--- src/rtl/imm_ext_pipe.sv ---
// Pipelined RISC-V immediate extender with a registered 2-entry skid FIFO.
// Optional macro IMM_EXT_ILLEGAL_EN adds the out_illegal flag for reserved/mismatched selects.
module imm_ext_pipe #(
   parameter int XLEN  = 32,
   parameter int TAG_W = 5
) (
   input  logic             clk,
   input  logic             rst_n,
   input  logic             in_valid,
   output logic             in_ready,
   input  logic [31:0]      in_instr,
   input  logic [2:0]       in_imm_src,
   input  logic [TAG_W-1:0] in_tag,
   output logic             out_valid,
   input  logic             out_ready,
   output logic [XLEN-1:0]  out_imm,
   output logic [TAG_W-1:0] out_tag
`ifdef IMM_EXT_ILLEGAL_EN
   ,
   output logic             out_illegal
`endif
);

   logic [31:0]      imm32_s;
   logic [5:0]       zeroVal_s;
   logic             useZero_s;
   logic [XLEN-1:0]  immExt_s;
   logic             push_s;
   logic             pop_s;
   logic             unusedOpcode_s;

   logic [XLEN-1:0]  immMem_r [2];
   logic [TAG_W-1:0] tagMem_r [2];
   logic [1:0]       count_r;
   logic             rdPtr_r;
   logic             wrPtr_r;

   // Decode the immediate for the selected format and extend it to XLEN.
   always_comb begin
      imm32_s   = 32'd0;
      zeroVal_s = 6'd0;
      useZero_s = 1'b0;
      case (in_imm_src)
         3'b000: imm32_s = {{21{in_instr[31]}}, in_instr[30:20]};
         3'b001: imm32_s = {{21{in_instr[31]}}, in_instr[30:25], in_instr[11:7]};
         3'b010: imm32_s = {{20{in_instr[31]}}, in_instr[7], in_instr[30:25], in_instr[11:8], 1'b0};
         3'b011: imm32_s = {in_instr[31:12], 12'd0};
         3'b100: imm32_s = {{12{in_instr[31]}}, in_instr[19:12], in_instr[20], in_instr[30:21], 1'b0};
         3'b101: begin
            useZero_s = 1'b1;
            if (XLEN == 64) begin
               zeroVal_s = in_instr[25:20];
            end else begin
               zeroVal_s = {1'b0, in_instr[24:20]};
            end
         end
         3'b110: begin
            useZero_s = 1'b1;
            zeroVal_s = {1'b0, in_instr[19:15]};
         end
         default: begin
            useZero_s = 1'b1;
            zeroVal_s = 6'd0;
         end
      endcase
      if (useZero_s) begin
         immExt_s = XLEN'(zeroVal_s);
      end else begin
         immExt_s = XLEN'($signed(imm32_s));
      end
   end

   assign unusedOpcode_s = ^in_instr[6:0];

`ifdef IMM_EXT_ILLEGAL_EN
   logic illegal_s;
   logic illMem_r [2];

   // Flag the reserved select and B/J selects whose opcode disagrees.
   always_comb begin
      illegal_s = 1'b0;
      case (in_imm_src)
         3'b010:  illegal_s = (in_instr[6:0] != 7'b1100011);
         3'b100:  illegal_s = (in_instr[6:0] != 7'b1101111);
         3'b111:  illegal_s = 1'b1;
         default: illegal_s = 1'b0;
      endcase
   end

   // Illegal-flag storage alongside the data entries.
   always_ff @(posedge clk or negedge rst_n) begin
      if (!rst_n) begin
         illMem_r[0] <= 1'b0;
         illMem_r[1] <= 1'b0;
      end else if (push_s) begin
         illMem_r[wrPtr_r] <= illegal_s;
      end
   end

   assign out_illegal = illMem_r[rdPtr_r];
`endif

   // in_ready comes from registered count only, so out_ready never reaches decode.
   assign in_ready  = (count_r != 2'd2);
   assign out_valid = (count_r != 2'd0);
   assign push_s    = in_valid && in_ready;
   assign pop_s     = out_valid && out_ready;

   // FIFO storage, pointers and occupancy count.
   always_ff @(posedge clk or negedge rst_n) begin
      if (!rst_n) begin
         immMem_r[0] <= {XLEN{1'b0}};
         immMem_r[1] <= {XLEN{1'b0}};
         tagMem_r[0] <= {TAG_W{1'b0}};
         tagMem_r[1] <= {TAG_W{1'b0}};
         count_r     <= 2'd0;
         rdPtr_r     <= 1'b0;
         wrPtr_r     <= 1'b0;
      end else begin
         if (push_s) begin
            immMem_r[wrPtr_r] <= immExt_s;
            tagMem_r[wrPtr_r] <= in_tag;
            wrPtr_r           <= ~wrPtr_r;
         end
         if (pop_s) begin
            rdPtr_r <= ~rdPtr_r;
         end
         case ({push_s, pop_s})
            2'b10:   count_r <= count_r + 2'd1;
            2'b01:   count_r <= count_r - 2'd1;
            default: count_r <= count_r;
         endcase
      end
   end

   assign out_imm = immMem_r[rdPtr_r];
   assign out_tag = tagMem_r[rdPtr_r];

endmodule

--- config.mk ---
export PLATFORM = sky130hd
export DESIGN_NAME = imm_ext_pipe
export DESIGN_NICKNAME = d
export VERILOG_FILES = /design/src/rtl/imm_ext_pipe.sv
export SDC_FILE = /design/constraint.sdc
export NUM_CORES = 1
export LEC_CHECK = 0
export ABC_CLOCK_PERIOD_IN_PS = 3500
export CAP_MARGIN = 20
export CORE_MARGIN = 2
export CORE_UTILIZATION = 30
export DETAILED_ROUTE_END_ITERATION = 8
export GPL_TIMING_DRIVEN = 0
export PLACE_DENSITY = 0.62
export SETUP_SLACK_MARGIN = 0.15
export SYNTH_ARGS = -nofsm -noshare
export SYNTH_HDL_FRONTEND = slang
export SYNTH_SLANG_ARGS = --single-unit
--- constraint.sdc ---
create_clock -name clk -period 3.5 [get_ports clk]
set_clock_uncertainty 0.1 [all_clocks]
set_input_delay 0.525 -clock clk [delete_from_list [all_inputs] [get_ports clk]]
set_output_delay 0.525 -clock clk [all_outputs]
set_load 0.05 [all_outputs]
# Yosys cells after proc, flatten, opt, wreduce, memory -nomap -nowiden
# Index checks and enable logic that the tools add are counted.
# totals
in_bits	44
reg_bits	78
output_inout_bits	39
word_cells	48
# op_classes
order_cmp	3
addsub	2
reduce_logical	7
n_bitwise	4
eq_ne	9
n_mux	16
# ops
operator	count
$mux 32	5
$pmux 32 s5	1
$bwmux 64	1
$demux 32 s1	1
$mux 5	4
$bwmux 10	1
$pmux 5 s2	1
$eq 3x3->1 const B	3
$eq 3x2->1 const B	2
$demux 5 s1	1
$reduce_or 5->1	1
$ge 2x2->1 const B	2
$not 1->2	2
$pmux 2 s2	1
$reduce_bool 2->1	2
$eq 3x1->1 const B	1
$logic_and 1x1->1	3
$logic_not 3->1	1
$add 2x1->2 const B	1
$eq 2x1->1 const B	1
$eq 2x2->1 const B	1
$lt 2x1->1 const B	1
$ne 2x2->1 const B	1
$not 1->1	2
$sub 2x1->2 const B	1

# Logic depth before layout (Yosys ltp)
# depth
word_depth	6
ltp_mapped	8
mapped_depth_nobuf	7

# Worst setup path before layout
# OpenSTA, ideal clock, no wires.
# synth_timing
path_kind	register to output
from	register rdPtr_r
to	output out_imm[10]
path_buffers	2
path_stages_with_launch	4
arrival_ns	1.377
path_slack_ns	1.498
required_ns	2.875
path_cell_list	dfrtp_1 > clkbuf_1 > buf_2 > mux2_2
# synth_via
elab_chain_cells	4
# synth_lines
item	line_no	rtl
start, declared	35	logic rdPtr_r;
start signal, assigned	126	rdPtr_r <= ~rdPtr_r;
$not 1->2 (not written as such)	136	assign out_imm = immMem_r[rdPtr_r];
$mux 32 (not written as such) (3 in a row)	136	
end, declared	16	output logic [XLEN-1:0] out_imm,
# Every way passes these cells. The select of a mux whose other input is x is not followed.

# Worst setup path after layout
# layout_timing
from	register rdPtr_r
to	output out_imm[11]
# Same word-level chain as after synthesis.

==> impl_results.md <==
* Area share of fa/ha/maj cells after synthesis at less than 1%
* Inserted Diodes at 0
* Core occupancy in the finished layout at around two fifths
* Port bufs at 73
* HPWL after DPL at 8050 microns
* Area share of xor/xnor cells in the synthesized design at between 1 and 1.5%
* Sequential Area at roughly 2000 sq um
* Unrepaired setup endpoints after global routing: no
* Width of the die at ~120 microns
* Die Outline Area at between 10000 and 15000 sq um
* Cell count after placement at about 610
* Multiplexer share of the synthesized area at 17.9%
* Worst min-delay path category: reg2reg
* Net count after synthesis at 407
* Number of design rule violations left after detail routing at 0
* Footprint of the multi-input gates at around 1900 sq um
* Fraction of final layout cells with drive strength greater than 1 at roughly 22%
* Total number of nets in the final design at just under 500
* Clock tree root buffer cell: clkbuf_16
* Simple-gate share of the synthesized area at a little under a tenth
* Cell area after synthesis at around 4000 sq um
* TritonCTS clock tree: built
* First-pass GRT wire length at between 15000 and 20000 microns
* Crit path largest cell delay at about 0.7 ns
* Die extent in y at 119 microns
* Number of filler cells placed in the layout at around 1.2k
* Actual transition at the worst max-transition pin at about 0.7 ns
* CTS clock-pin slew for the worst setup and hold paths at approximately 0.06 ns
* Clk Latency, worst-skew pair at roughly 0.33 ns
* Warnings, synthesis at 0
* Count of flip-flops with a built-in enable after synthesis at 0
* Max-slew violations at 0
* Final RePlAce weighted congestion at between 0.8 and 0.9
* Worst R2R Start: count_r[1]
* Number of distinct library cells after synthesis at 37
* Worst vdd ir at 672 uV
* Final Critical Period at around 3 ns
* Launching instance or port of the critical path: rdPtr_r
* Avg Inst Size Synth at ~11 sq um
* Post-placement worst setup slack at between 0.4 and 0.5 ns
* Total power density per cell area at between 1000 and 1500 nW/um^2
* Status: complete, no violations
* Ys async rst share at between 90% and 100%
* Synth top area cells: dfrtp_1, mux2_2, a31oi_1, a21oi_1, a41oi_1
* Total Wirelength at 11300 microns
* Min-Delay Startpoint: count_r[1]
* Share of the cycle needed by the critical path after routing at about nine tenths
* Layout Cells excl Fill at around 630
* Cell count after synthesis at about 360
* Iteration-0 DRC Markers at ~180
* Overall track demand over capacity in global routing at between 10% and 20%
* Largest family of logic cells by synthesized area: multiplexers
* Design Area, Final at between 5000 and 6000 sq um
* Antenna viol nets, final at 0
* Number of rows created at floorplan at 42
* Initial DRT Pass Iterations at 4
* Number of top-level pins at 83
* Cell with the most instances after synthesis: dfrtp_1
* Most used flip-flop cell after synthesis: dfrtp_1
* Area delta synth->final at 32.6%
* Fmax at roughly 320 MHz
* Area share of the largest cell type after synthesis at 48.9%
* Global route total overflow at 0
* Dominant cell type by area after synthesis: dfrtp_1
* Worst Path Arrival at approximately 2.5 ns
* Maximum number of pins on one net before global-route repair at 60
* Instance area after placement at between 4000 and 5000 sq um
* Most numerous cell types in the synthesized netlist: dfrtp_1, mux2_2, a31oi_1
* Relative slew margins at between 50% and 60%
* Static leakage at 0.00209 uW
* Initial Utilization at a little under a third
* Routed wire per std cell at 17.9 microns
* Slowest library cell on the worst path: clkdlybuf4s50_1
* Critical path, cell by cell: clkbuf_2 -> buf_2 -> mux2_2 -> clkdlybuf4s50_1
* Antenna violations before repair at 0
* Synthesized flop and latch total at a little under 80
* Core area at between 10000 and 15000 sq um
* Startpoint Class: register
* Setup ws final at between 0.4 and 0.5 ns
* Post-layout total power at roughly 6000 uW
* Maximum Capacitance Violations at 0
* Start-to-end type of the worst setup path: reg2out
* Number of hold-slack violations in the final timing report at 0
* Vias in the first global route at between 3k and 4k
* Via/cell ratio at ~5.2
* Num CTS Buffers at 9
* Number of vias after detailed routing at between 3k and 4k
* Clk buf depth at 2
* Critical-path maximum fanout at 10
* Area fraction in compound gates after synthesis at 17.5%
* Sink count of the clock tree at approximately 80
* Setup-violating endpoint count in the final report at 0
* Critical path endpoint category: primary output
* Proportion of synthesized chip area in sequential cells at 48.9%
* Data required time of the critical path at between 2 and 3 ns
* Clock H-tree levels at 3
==> cell type report <==
| cell class | instances | area share [%] |
|---|---|---|
| Buffer | 33 | 3.19 |
| Clock buffer | 14 | 5.18 |
| Clock inverter | 2 | 0.734 |
| Inverter | 3 | 0.213 |
| Multi-Input combinational cell | 248 | 35.1 |
| Sequential cell | 78 | 36.9 |
| Tap cell | 176 | 4.16 |
| Timing Repair Buffer | 75 | 14.5 |
==> per-stage QoR <==
step	TNS (ns)	hold WS, ns
2_1_floorplan	0	0.129
4_1_cts	0	0.390
5_1_grt	0	0.417
3_3_place_gp	-70.15	0.370
3_5_place_dp	0	0.339
6_report	0	0.390
==> critical path, delay by kind of cell (launching register included) <==
family   cells  cell delay (ns)
buf+inv      3             1.38
flops        1             0.34
mux          1             0.41
==> cells by family (layout without fill, tap and decap cells) <==
family	Yosys count	after routing
fa+ha+maj	2	2
compound gates	119	119
buf+inv	36	127
mux	63	63
simple gates	58	58
xor+xnor	6	6
flops	78	78
==> routing by layer <==
metal / share of wire [%] / GRT usage (%) / up-vias
li1: - / - / 1520
met1: 42 / 21.6 / 1631
met2: 50 / 26.8 / 133
met3: 6.1 / 3.11 / 16
met4: 1.7 / 5.44 / 0
met5: 0 / 0 / -
==> where the power goes <==
part / total (uW) / switching [uW] / internal, uW
combinational: 3550 / 2190 / 1360
sequential: 1590 / 228 / 1370
clock: 963 / 350 / 613
total: 6110 / 2770 / 3340
==> timing repair <==
item | in CTS | in global routing
buffers inserted | 0 | 0
resized for setup | 1 | 0
hold buffers | 1 | 0
endpoints found under the hold margin | 19 | 0
endpoints found under the setup margin | 5 | 0
==> worst paths after layout <==
path,to,slack [ns],cells after the start
max,out_imm[11],0.42,4
min,count_r[1],0.39,1
max reg2reg,count_r[1],1.44,7
min reg2reg,count_r[1],0.39,1
max in group asynchronous,immMem_r[11],2.19,3
min in group asynchronous,immMem_r[26],0.54,2
==> cell usage in the layout (no fill, tap or decap), types with 2 or more instances in the layout <==
master / instances
mux2_4: 2
a21oi_1: 48
a41oi_1: 9
o21ai_0: 9
nor2_1: 2
mux2i_1: 2
and3b_1: 5
clkdlybuf4s50_1: 72
dfrtp_1: 78
clkbuf_16: 9
xnor2_1: 3
buf_6: 4
a31oi_1: 52
clkbuf_8: 3
nand2_1: 18
and4b_1: 2
mux2_2: 59
xor2_1: 3
nand2b_1: 2
nand3b_1: 4
nor3b_2: 2
and2_1: 3
clkbuf_1: 17
nor2b_1: 12
buf_1: 2
buf_2: 11
==> sequential cells by signal, indices dropped and copies added, names as in the netlist <==
name,count
count_r,2
immMem_r,64
rdPtr_r,1
tagMem_r,10
wrPtr_r,1
No activity file was read; power rests on OpenSTA's default activity.
